**config.mk**
```make
export PLATFORM = sky130hd
export DESIGN_NAME = dmem_bridge_flat
export DESIGN_NICKNAME = d
export VERILOG_FILES = /design/src/rtl/bus_pkg.sv /design/src/rtl/dmem_bridge_if.sv /design/src/rtl/lsu_align.sv /design/src/rtl/dmem_bridge.sv /design/src/flat_wrapper.sv
export SDC_FILE = /design/constraint.sdc
export NUM_CORES = 1
export LEC_CHECK = 0
export CAP_MARGIN = 10
export CORE_ASPECT_RATIO = 1.2
export CORE_MARGIN = 3
export CORE_UTILIZATION = 35
export DETAILED_ROUTE_END_ITERATION = 7
export PLACE_DENSITY_LB_ADDON = 0.1
export SLEW_MARGIN = 20
export SYNTH_ARGS = -nofsm -noshare
export SYNTH_HDL_FRONTEND = slang
export SYNTH_SLANG_ARGS = --single-unit
```
**constraint.sdc**
```tcl
create_clock -name clk -period 2.4 [get_ports clk]
set_input_delay 0.48 -clock clk [delete_from_list [all_inputs] [get_ports clk]]
set_output_delay 0.48 -clock clk [all_outputs]
set_load 0.02 [all_outputs]
```
**src/rtl/bus_pkg.sv**
```systemverilog
// Shared definitions for the miniRV data-side bridge: access sizes, FSM states, request record.
package bus_pkg;

    localparam logic [1:0] SIZE_B = 2'b00;
    localparam logic [1:0] SIZE_H = 2'b01;
    localparam logic [1:0] SIZE_W = 2'b10;

    localparam logic [31:0] PERIPH_BASE_DEFAULT = 32'hFFFF_F000;
    localparam int unsigned IO_AW               = 12;

    typedef enum logic [1:0] {
        IDLE,
        ISSUE,
        WAIT,
        RESP
    } state_e;

    // Only the fields still needed after the issue cycle are kept.
    typedef struct packed {
        logic       we;
        logic [1:0] size;
        logic       uns;
        logic [1:0] addr_lo;
        logic       is_io;
    } req_t;

    // Reserved size 2'b11 behaves as a word.
    function automatic logic is_misaligned(input logic [1:0] size, input logic [1:0] addr_lo);
        logic mis;
        case (size)
            SIZE_B:  mis = 1'b0;
            SIZE_H:  mis = addr_lo[0];
            default: mis = (addr_lo != 2'b00);
        endcase
        return mis;
    endfunction

endpackage

```
**src/rtl/dmem_bridge_if.sv**
```systemverilog
// Bundle of the core-side request/response and the memory/peripheral buses around dmem_bridge.
interface dmem_bridge_if
    import bus_pkg::*;
#(
    parameter int unsigned MEM_AW = 16
) ();

    logic              cpu_req;
    logic              cpu_we;
    logic [1:0]        cpu_size;
    logic              cpu_unsigned;
    logic [31:0]       cpu_addr;
    logic [31:0]       cpu_wdata;
    logic [31:0]       cpu_rdata;
    logic              cpu_ack;
    logic              cpu_err;

    logic [MEM_AW-1:0] mem_a;
    logic [3:0]        mem_we;
    logic [31:0]       mem_d;
    logic [31:0]       mem_q;

    logic              io_sel;
    logic              io_we;
    logic [IO_AW-1:0]  io_addr;
    logic [31:0]       io_wdata;
    logic [31:0]       io_rdata;

    // Bridge view.
    modport slave (
        input  cpu_req, cpu_we, cpu_size, cpu_unsigned, cpu_addr, cpu_wdata,
        output cpu_rdata, cpu_ack, cpu_err,
        output mem_a, mem_we, mem_d,
        input  mem_q,
        output io_sel, io_we, io_addr, io_wdata,
        input  io_rdata
    );

    // Core + memory + peripheral view.
    modport master (
        output cpu_req, cpu_we, cpu_size, cpu_unsigned, cpu_addr, cpu_wdata,
        input  cpu_rdata, cpu_ack, cpu_err,
        input  mem_a, mem_we, mem_d,
        output mem_q,
        input  io_sel, io_we, io_addr, io_wdata,
        output io_rdata
    );

endinterface

```
**src/rtl/lsu_align.sv**
```systemverilog
// Combinational load/store alignment: byte enables, lane-replicated store data,
// load lane select with sign/zero extension, and misalignment detection.
module lsu_align
    import bus_pkg::*;
(
    input  logic [1:0]  size_i,
    input  logic        uns_i,
    input  logic [1:0]  addr_lo_i,
    input  logic [31:0] wdata_i,
    input  logic [31:0] rdata_i,
    output logic [3:0]  be_o,
    output logic [31:0] wdata_o,
    output logic [31:0] rdata_o,
    output logic        misaligned_o
);

    logic [31:0] sh_b;
    logic [31:0] sh_h;

    always_comb begin
        sh_b         = rdata_i >> {addr_lo_i, 3'b000};
        sh_h         = rdata_i >> {addr_lo_i[1], 4'b0000};
        misaligned_o = is_misaligned(size_i, addr_lo_i);
        be_o         = 4'hF;
        wdata_o      = wdata_i;
        rdata_o      = rdata_i;
        unique case (size_i)
            SIZE_B: begin
                be_o    = 4'b0001 << addr_lo_i;
                wdata_o = {4{wdata_i[7:0]}};
                rdata_o = uns_i ? {24'h0, sh_b[7:0]} : {{24{sh_b[7]}}, sh_b[7:0]};
            end
            SIZE_H: begin
                be_o    = 4'b0011 << {addr_lo_i[1], 1'b0};
                wdata_o = {2{wdata_i[15:0]}};
                rdata_o = uns_i ? {16'h0, sh_h[15:0]} : {{16{sh_h[15]}}, sh_h[15:0]};
            end
            default: begin
                be_o    = 4'hF;
                wdata_o = wdata_i;
                rdata_o = rdata_i;
            end
        endcase
    end

endmodule

```
**src/rtl/dmem_bridge.sv**
```systemverilog
// Data-side bridge between miniRV and data memory / peripheral window, with sized accesses,
// load extension and a configurable RAM read latency that stalls the core until ack.
module dmem_bridge
    import bus_pkg::*;
#(
    parameter int unsigned MEM_AW      = 16,
    parameter int unsigned READ_LAT    = 1,
    parameter logic [31:0] PERIPH_BASE = PERIPH_BASE_DEFAULT
) (
    input logic         clk,
    input logic         rst_n,
    dmem_bridge_if.slave bus
);

    localparam int unsigned CntW = $clog2(READ_LAT + 1);

    state_e            state_q;
    req_t              req_q;
    logic [CntW-1:0]   cnt_q;

    logic [MEM_AW-1:0] mem_a_q;
    logic [3:0]        mem_we_q;
    logic [31:0]       mem_d_q;
    logic              io_sel_q;
    logic              io_we_q;
    logic [IO_AW-1:0]  io_addr_q;
    logic [31:0]       io_wdata_q;
    logic [31:0]       cpu_rdata_q;
    logic              cpu_ack_q;
    logic              cpu_err_q;

    logic [1:0]        al_size;
    logic              al_uns;
    logic [1:0]        al_addr_lo;
    logic [31:0]       al_raw;
    logic [3:0]        al_be;
    logic [31:0]       al_wdata;
    logic [31:0]       al_rdata;
    logic              al_mis;
    logic              req_is_io;

    // The aligner serves the incoming request in IDLE and the held request afterwards.
    always_comb begin
        if (state_q == IDLE) begin
            al_size    = bus.cpu_size;
            al_uns     = bus.cpu_unsigned;
            al_addr_lo = bus.cpu_addr[1:0];
        end else begin
            al_size    = req_q.size;
            al_uns     = req_q.uns;
            al_addr_lo = req_q.addr_lo;
        end
        al_raw    = req_q.is_io ? bus.io_rdata : bus.mem_q;
        req_is_io = (bus.cpu_addr >= PERIPH_BASE);
    end

    lsu_align u_lsu_align (
        .size_i      (al_size),
        .uns_i       (al_uns),
        .addr_lo_i   (al_addr_lo),
        .wdata_i     (bus.cpu_wdata),
        .rdata_i     (al_raw),
        .be_o        (al_be),
        .wdata_o     (al_wdata),
        .rdata_o     (al_rdata),
        .misaligned_o(al_mis)
    );

    always_ff @(posedge clk or negedge rst_n) begin
        if (!rst_n) begin
            state_q     <= IDLE;
            req_q       <= '0;
            cnt_q       <= '0;
            mem_a_q     <= '0;
            mem_we_q    <= '0;
            mem_d_q     <= '0;
            io_sel_q    <= 1'b0;
            io_we_q     <= 1'b0;
            io_addr_q   <= '0;
            io_wdata_q  <= '0;
            cpu_rdata_q <= '0;
            cpu_ack_q   <= 1'b0;
            cpu_err_q   <= 1'b0;
        end else begin
            // Strobes and the response are single-cycle unless re-asserted below.
            mem_we_q    <= '0;
            io_sel_q    <= 1'b0;
            io_we_q     <= 1'b0;
            cpu_ack_q   <= 1'b0;
            cpu_err_q   <= 1'b0;
            cpu_rdata_q <= '0;
            unique case (state_q)
                IDLE: begin
                    if (bus.cpu_req) begin
                        req_q <= '{we: bus.cpu_we, size: bus.cpu_size, uns: bus.cpu_unsigned,
                                   addr_lo: bus.cpu_addr[1:0], is_io: req_is_io};
                        if (al_mis) begin
                            state_q   <= RESP;
                            cpu_ack_q <= 1'b1;
                            cpu_err_q <= 1'b1;
                        end else begin
                            state_q <= ISSUE;
                            if (req_is_io) begin
                                io_sel_q   <= 1'b1;
                                io_we_q    <= bus.cpu_we;
                                io_addr_q  <= bus.cpu_addr[IO_AW-1:0];
                                io_wdata_q <= al_wdata;
                            end else begin
                                mem_a_q  <= bus.cpu_addr[MEM_AW+1:2];
                                mem_we_q <= bus.cpu_we ? al_be : 4'h0;
                                mem_d_q  <= al_wdata;
                            end
                        end
                    end
                end
                ISSUE: begin
                    if (req_q.we || req_q.is_io) begin
                        state_q     <= RESP;
                        cpu_ack_q   <= 1'b1;
                        cpu_rdata_q <= req_q.we ? 32'h0 : al_rdata;
                    end else begin
                        state_q <= WAIT;
                        cnt_q   <= CntW'(READ_LAT - 1);
                    end
                end
                WAIT: begin
                    // Last WAIT cycle is the one where mem_q holds the addressed word.
                    if (cnt_q == '0) begin
                        state_q     <= RESP;
                        cpu_ack_q   <= 1'b1;
                        cpu_rdata_q <= al_rdata;
                    end else begin
                        cnt_q <= cnt_q - 1'b1;
                    end
                end
                RESP: begin
                    state_q <= IDLE;
                end
                default: begin
                    state_q <= IDLE;
                end
            endcase
        end
    end

    assign bus.mem_a     = mem_a_q;
    assign bus.mem_we    = mem_we_q;
    assign bus.mem_d     = mem_d_q;
    assign bus.io_sel    = io_sel_q;
    assign bus.io_we     = io_we_q;
    assign bus.io_addr   = io_addr_q;
    assign bus.io_wdata  = io_wdata_q;
    assign bus.cpu_rdata = cpu_rdata_q;
    assign bus.cpu_ack   = cpu_ack_q;
    assign bus.cpu_err   = cpu_err_q;

endmodule

```
**src/flat_wrapper.sv**
```systemverilog
// flat-port wrapper written by rule: the top's interface ports become plain ports
module dmem_bridge_flat import bus_pkg::*;
#(
    parameter int unsigned MEM_AW      = 16,
    parameter int unsigned READ_LAT    = 1,
    parameter logic [31:0] PERIPH_BASE = PERIPH_BASE_DEFAULT
)
  (clk, rst_n, bus_cpu_req, bus_cpu_we, bus_cpu_size, bus_cpu_unsigned, bus_cpu_addr, bus_cpu_wdata, bus_cpu_rdata, bus_cpu_ack, bus_cpu_err, bus_mem_a, bus_mem_we, bus_mem_d, bus_mem_q, bus_io_sel, bus_io_we, bus_io_addr, bus_io_wdata, bus_io_rdata);
  dmem_bridge_if #(.MEM_AW(MEM_AW)) bus_i ();
  input logic clk;
  input logic rst_n;
  input wire logic [$bits(bus_i.cpu_req)-1:0] bus_cpu_req;
  input wire logic [$bits(bus_i.cpu_we)-1:0] bus_cpu_we;
  input wire logic [$bits(bus_i.cpu_size)-1:0] bus_cpu_size;
  input wire logic [$bits(bus_i.cpu_unsigned)-1:0] bus_cpu_unsigned;
  input wire logic [$bits(bus_i.cpu_addr)-1:0] bus_cpu_addr;
  input wire logic [$bits(bus_i.cpu_wdata)-1:0] bus_cpu_wdata;
  output wire logic [$bits(bus_i.cpu_rdata)-1:0] bus_cpu_rdata;
  output wire logic [$bits(bus_i.cpu_ack)-1:0] bus_cpu_ack;
  output wire logic [$bits(bus_i.cpu_err)-1:0] bus_cpu_err;
  output wire logic [$bits(bus_i.mem_a)-1:0] bus_mem_a;
  output wire logic [$bits(bus_i.mem_we)-1:0] bus_mem_we;
  output wire logic [$bits(bus_i.mem_d)-1:0] bus_mem_d;
  input wire logic [$bits(bus_i.mem_q)-1:0] bus_mem_q;
  output wire logic [$bits(bus_i.io_sel)-1:0] bus_io_sel;
  output wire logic [$bits(bus_i.io_we)-1:0] bus_io_we;
  output wire logic [$bits(bus_i.io_addr)-1:0] bus_io_addr;
  output wire logic [$bits(bus_i.io_wdata)-1:0] bus_io_wdata;
  input wire logic [$bits(bus_i.io_rdata)-1:0] bus_io_rdata;
  assign bus_i.cpu_req = bus_cpu_req;
  assign bus_i.cpu_we = bus_cpu_we;
  assign bus_i.cpu_size = bus_cpu_size;
  assign bus_i.cpu_unsigned = bus_cpu_unsigned;
  assign bus_i.cpu_addr = bus_cpu_addr;
  assign bus_i.cpu_wdata = bus_cpu_wdata;
  assign bus_cpu_rdata = bus_i.cpu_rdata;
  assign bus_cpu_ack = bus_i.cpu_ack;
  assign bus_cpu_err = bus_i.cpu_err;
  assign bus_mem_a = bus_i.mem_a;
  assign bus_mem_we = bus_i.mem_we;
  assign bus_mem_d = bus_i.mem_d;
  assign bus_i.mem_q = bus_mem_q;
  assign bus_io_sel = bus_i.io_sel;
  assign bus_io_we = bus_i.io_we;
  assign bus_io_addr = bus_i.io_addr;
  assign bus_io_wdata = bus_i.io_wdata;
  assign bus_i.io_rdata = bus_io_rdata;
  dmem_bridge #(.MEM_AW(MEM_AW), .READ_LAT(READ_LAT), .PERIPH_BASE(PERIPH_BASE)) u_core (.clk(clk), .rst_n(rst_n), .bus(bus_i));
endmodule
```
==> out/results.ini, run 1 <==
[outcome]
status = finished, final reports clean

[clock_network]
cts.sink_count = 141
cts.path.max_buffers = 2
cts_root_buf = clkbuf_16
cts_buffers = 17
htreeDepth = 4
clk_latency_ns = 0.42
postCtsHoldBufs = 0
clkTransAtPathRegs_ns = 0.06
cts_tree = yes

[synthesis]
synth_nets = 749
synth_top_family_by_area = multiplexers
syn_area_um2 = 6630
ys_types = 44
async_flop_share = 1.00
synthTopCellsByArea = dfrtp_1 (53%), mux2_2 (8.8%), nand2_1 (6.9%)
syn_inst = 610
synth_edf_count = 0
synth_top_area_cell = dfrtp_1
synth_top_area_share = 0.532
postSynthAreaPerCell_um2 = 10.9
muxShareOfSynthArea = 0.189
ys_ff_latch = 141
synthSimpleGateAreaFrac = 0.103
ys_seq_area_frac = 0.532
yosys_warnings = 0
synthXorXnorAreaFrac = 0
yosys.area_share.adder = 0.00754
synth_compound_area_frac = 0.138
synth_ff_type = dfrtp_1

[die]
core_area_um2 = 18400
die_w_um = 132
dieHeight_um = 157
initial_core_util = 0.361
dieArea_um2 = 20600
placementRows = 54
ios = 267

[global_routing]
overflow = 0
grt_usage = 0.206
grt_pass1_vias = 6223
grt_max_degree = 58
grt_pass1_wl_um = 33500
antenna_found_initial = 0

[layout]
stdcell_count = 1180
fillers = 1549
final-seq-area_um2 = 3530
drive_above_1_share = 0.184
multi_input_area_um2 = 2980
diodes = 0
nets = 1054
synthToLayoutAreaGrowth_pct = 61.3

[worst_setup_path]
start_kind = flip-flop
rr_startpoint = u_core.state_q[1]$_DFFE_PN0P_
crit_type = reg -> reg
arrival_ns = 2.63
worstPathMaxFanout = 10
worstPathRequired_ns = 2.72
crit_path_end_kind = flip-flop
regToRegEndpoint = u_core.bus.cpu_rdata[18]$_DFF_PN0_
r2r_cells = 9
r2r_setup_slack_ns = 0.09

[sta]
finalCritPeriodShare = 0.961
tightest_slew_ns = 0.565
slew_viol_final = 0
clock_skew_ns = 0.00789
setup_viol = 0
hold_viol_final = 0
final.setup.tns_ns = 0
min_period_ns = 2.31
fmax_ghz = 0.434
rsz0062_at_grt = false
slew_headroom = 0.624
fin_ws_ns = 0.0937

[detailed_routing]
drt-total-wl_um = 21400
drt_iter0_drc = 372
dr_total_vias = 5845
wire_per_inst_um = 18.2
vias_per_cell = 4.95
drtPass1Iterations = 5
final_antenna_net_count = 0
drc = 0

[place]
place_inst = 1144
io_buffers = 266
pre_cts_ws_ns = -0.205
hpwl_um = 16300
gp_congestion = 0.836

[job]
maxCapViolations = 0

[power]
p_total_mw = 12.6
ir_drop_uv = 483
power_density_nw_per_um2 = 1170
leakage_nw = 4.60

[min_path]
hp-class = in -> async

## worst max path at each step
stage | endpoint | slack [ns] | cells past startpoint | startpoint
detailed placement | u_core.bus.mem_d[20]$_DFFE_PN0P_ | -0.21 | 7 | bus_cpu_addr[13]
CTS | u_core.bus.cpu_rdata[16]$_DFF_PN0_ | 0.009 | 9 | u_core.state_q[1]$_DFFE_PN0P_
floorplan | u_core.bus.mem_d[6]$_DFFE_PN0P_ | 0.21 | 8 | u_core.state_q[0]$_DFFE_PN0P_
global placement | u_core.bus.mem_d[7]$_DFFE_PN0P_ | -0.17 | 6 | bus_cpu_addr[13]
finish | u_core.bus.cpu_rdata[18]$_DFF_PN0_ | 0.09 | 9 | u_core.state_q[1]$_DFFE_PN0P_
global route | u_core.bus.cpu_rdata[19]$_DFF_PN0_ | 0.02 | 9 | u_core.state_q[1]$_DFFE_PN0P_
## sequential cells by signal (all words and copies together) (netlist names)
register              count
u_core.bus.cpu_rdata     32
u_core.bus.io_wdata      32
u_core.bus.mem_d         32
u_core.bus.mem_a         16
u_core.bus.io_addr       12
u_core.req_q              7
u_core.bus.mem_we         4
u_core.state_q            2
u_core.bus.cpu_ack        1
u_core.bus.cpu_err        1
u_core.bus.io_sel         1
u_core.bus.io_we          1
## through the flow
step            util  hold slack, ns  instance area [um2]
6_report       0.582          0.0169                10700
5_1_grt        0.582          0.0537                10700
4_1_cts        0.577          0.0323                10600
3_5_place_dp   0.543           0.470                 9970
3_3_place_gp   0.543           0.458                 9970
2_1_floorplan      -           0.184                 6630
## per-layer routing
metal	share of wire	wire length [um]	GRT usage
met4	0.014	308	0.0635
met3	0.085	1830	0.0781
met1	0.39	8420	0.229
met5	0	0	0
met2	0.51	10900	0.367
## area by class of cell
cell class              instances  area share
repair buffers                323       0.304
clock buffers                  18      0.0401
flip-flops and latches        141       0.330
clock inverters                14      0.0171
multi-input cells             428       0.279
inverters                       4     0.00140
well taps                     252      0.0295
## logic make-up (layout without fill, tap and decap cells)
logic type	count (synthesis)	in the layout
and+or+nand+nor	163	163
AOI/OAI and AO/OA	150	150
DFF	141	141
muxes	111	111
buffers and inverters	41	359
adders and majority gates	4	4
## power by group
group	internal, mW	switching [mW]
clock	1.66	1.10
sequential	3.03	0.329
combinational	2.97	3.48
total	7.66	4.91
## synthesized netlist by cell type, drive strengths merged (2+ instances only)
| master | instances |
|---|---|
| dfrtp | 141 |
| nand2 | 122 |
| mux2 | 74 |
| o21ai | 68 |
| a21oi | 38 |
| mux2i | 37 |
| buf | 22 |
| clkbuf | 15 |
| nor2 | 14 |
| a211oi | 13 |
| nor3 | 7 |
| o31ai | 7 |
| a22oi | 6 |
| nand3 | 6 |
| nand4 | 6 |
| a221oi | 4 |
| ha | 4 |
| inv | 4 |
| a31oi | 3 |
| o21a | 3 |
| nand2b | 2 |
| o22ai | 2 |
| or3 | 2 |
## critical path: stages (launching register included)
cell	delay (ns)
dfrtp_1	0.39
inv_2	0.10
ha_4	0.17
buf_12	0.14
mux2_4	0.33
mux2_4	0.33
mux2i_4	0.25
a21boi_4	0.11
buf_12	0.15
a211oi_1	0.22
## cell usage in the layout (no fill, tap or decap), types with 7 or more instances in the layout
cell type        count
clkbuf_16           18
nand2_1            121
o21ai_0             66
a211oi_2             8
clkdlybuf4s50_1    265
buf_12              11
mux2_1              20
a21oi_1             38
mux2i_1             33
mux2_2              52
nor2_1              14
buf_4               45
dfrtp_1            141
nor3_1               7
## what timing repair did
item                                    4_1_cts  5_1_grt
gates cloned                                  0        1
setup buffers                                 0        3
endpoints found under the setup margin       11       43
gates resized for setup                       6        8
Power figures use the tool's default switching activity.
==> run 2: changes to the inputs <==
SLEW_MARGIN = unset   (was 20)
==> results of run 2 <==
The final DEF is identical to that of run 1; final timing and power are the same.
==> run 3: changes to the inputs <==
ABC_CLOCK_PERIOD_IN_PS = 2400   (was unset)
==> results of run 3 <==
The final DEF is identical to that of run 1; final timing and power are the same.
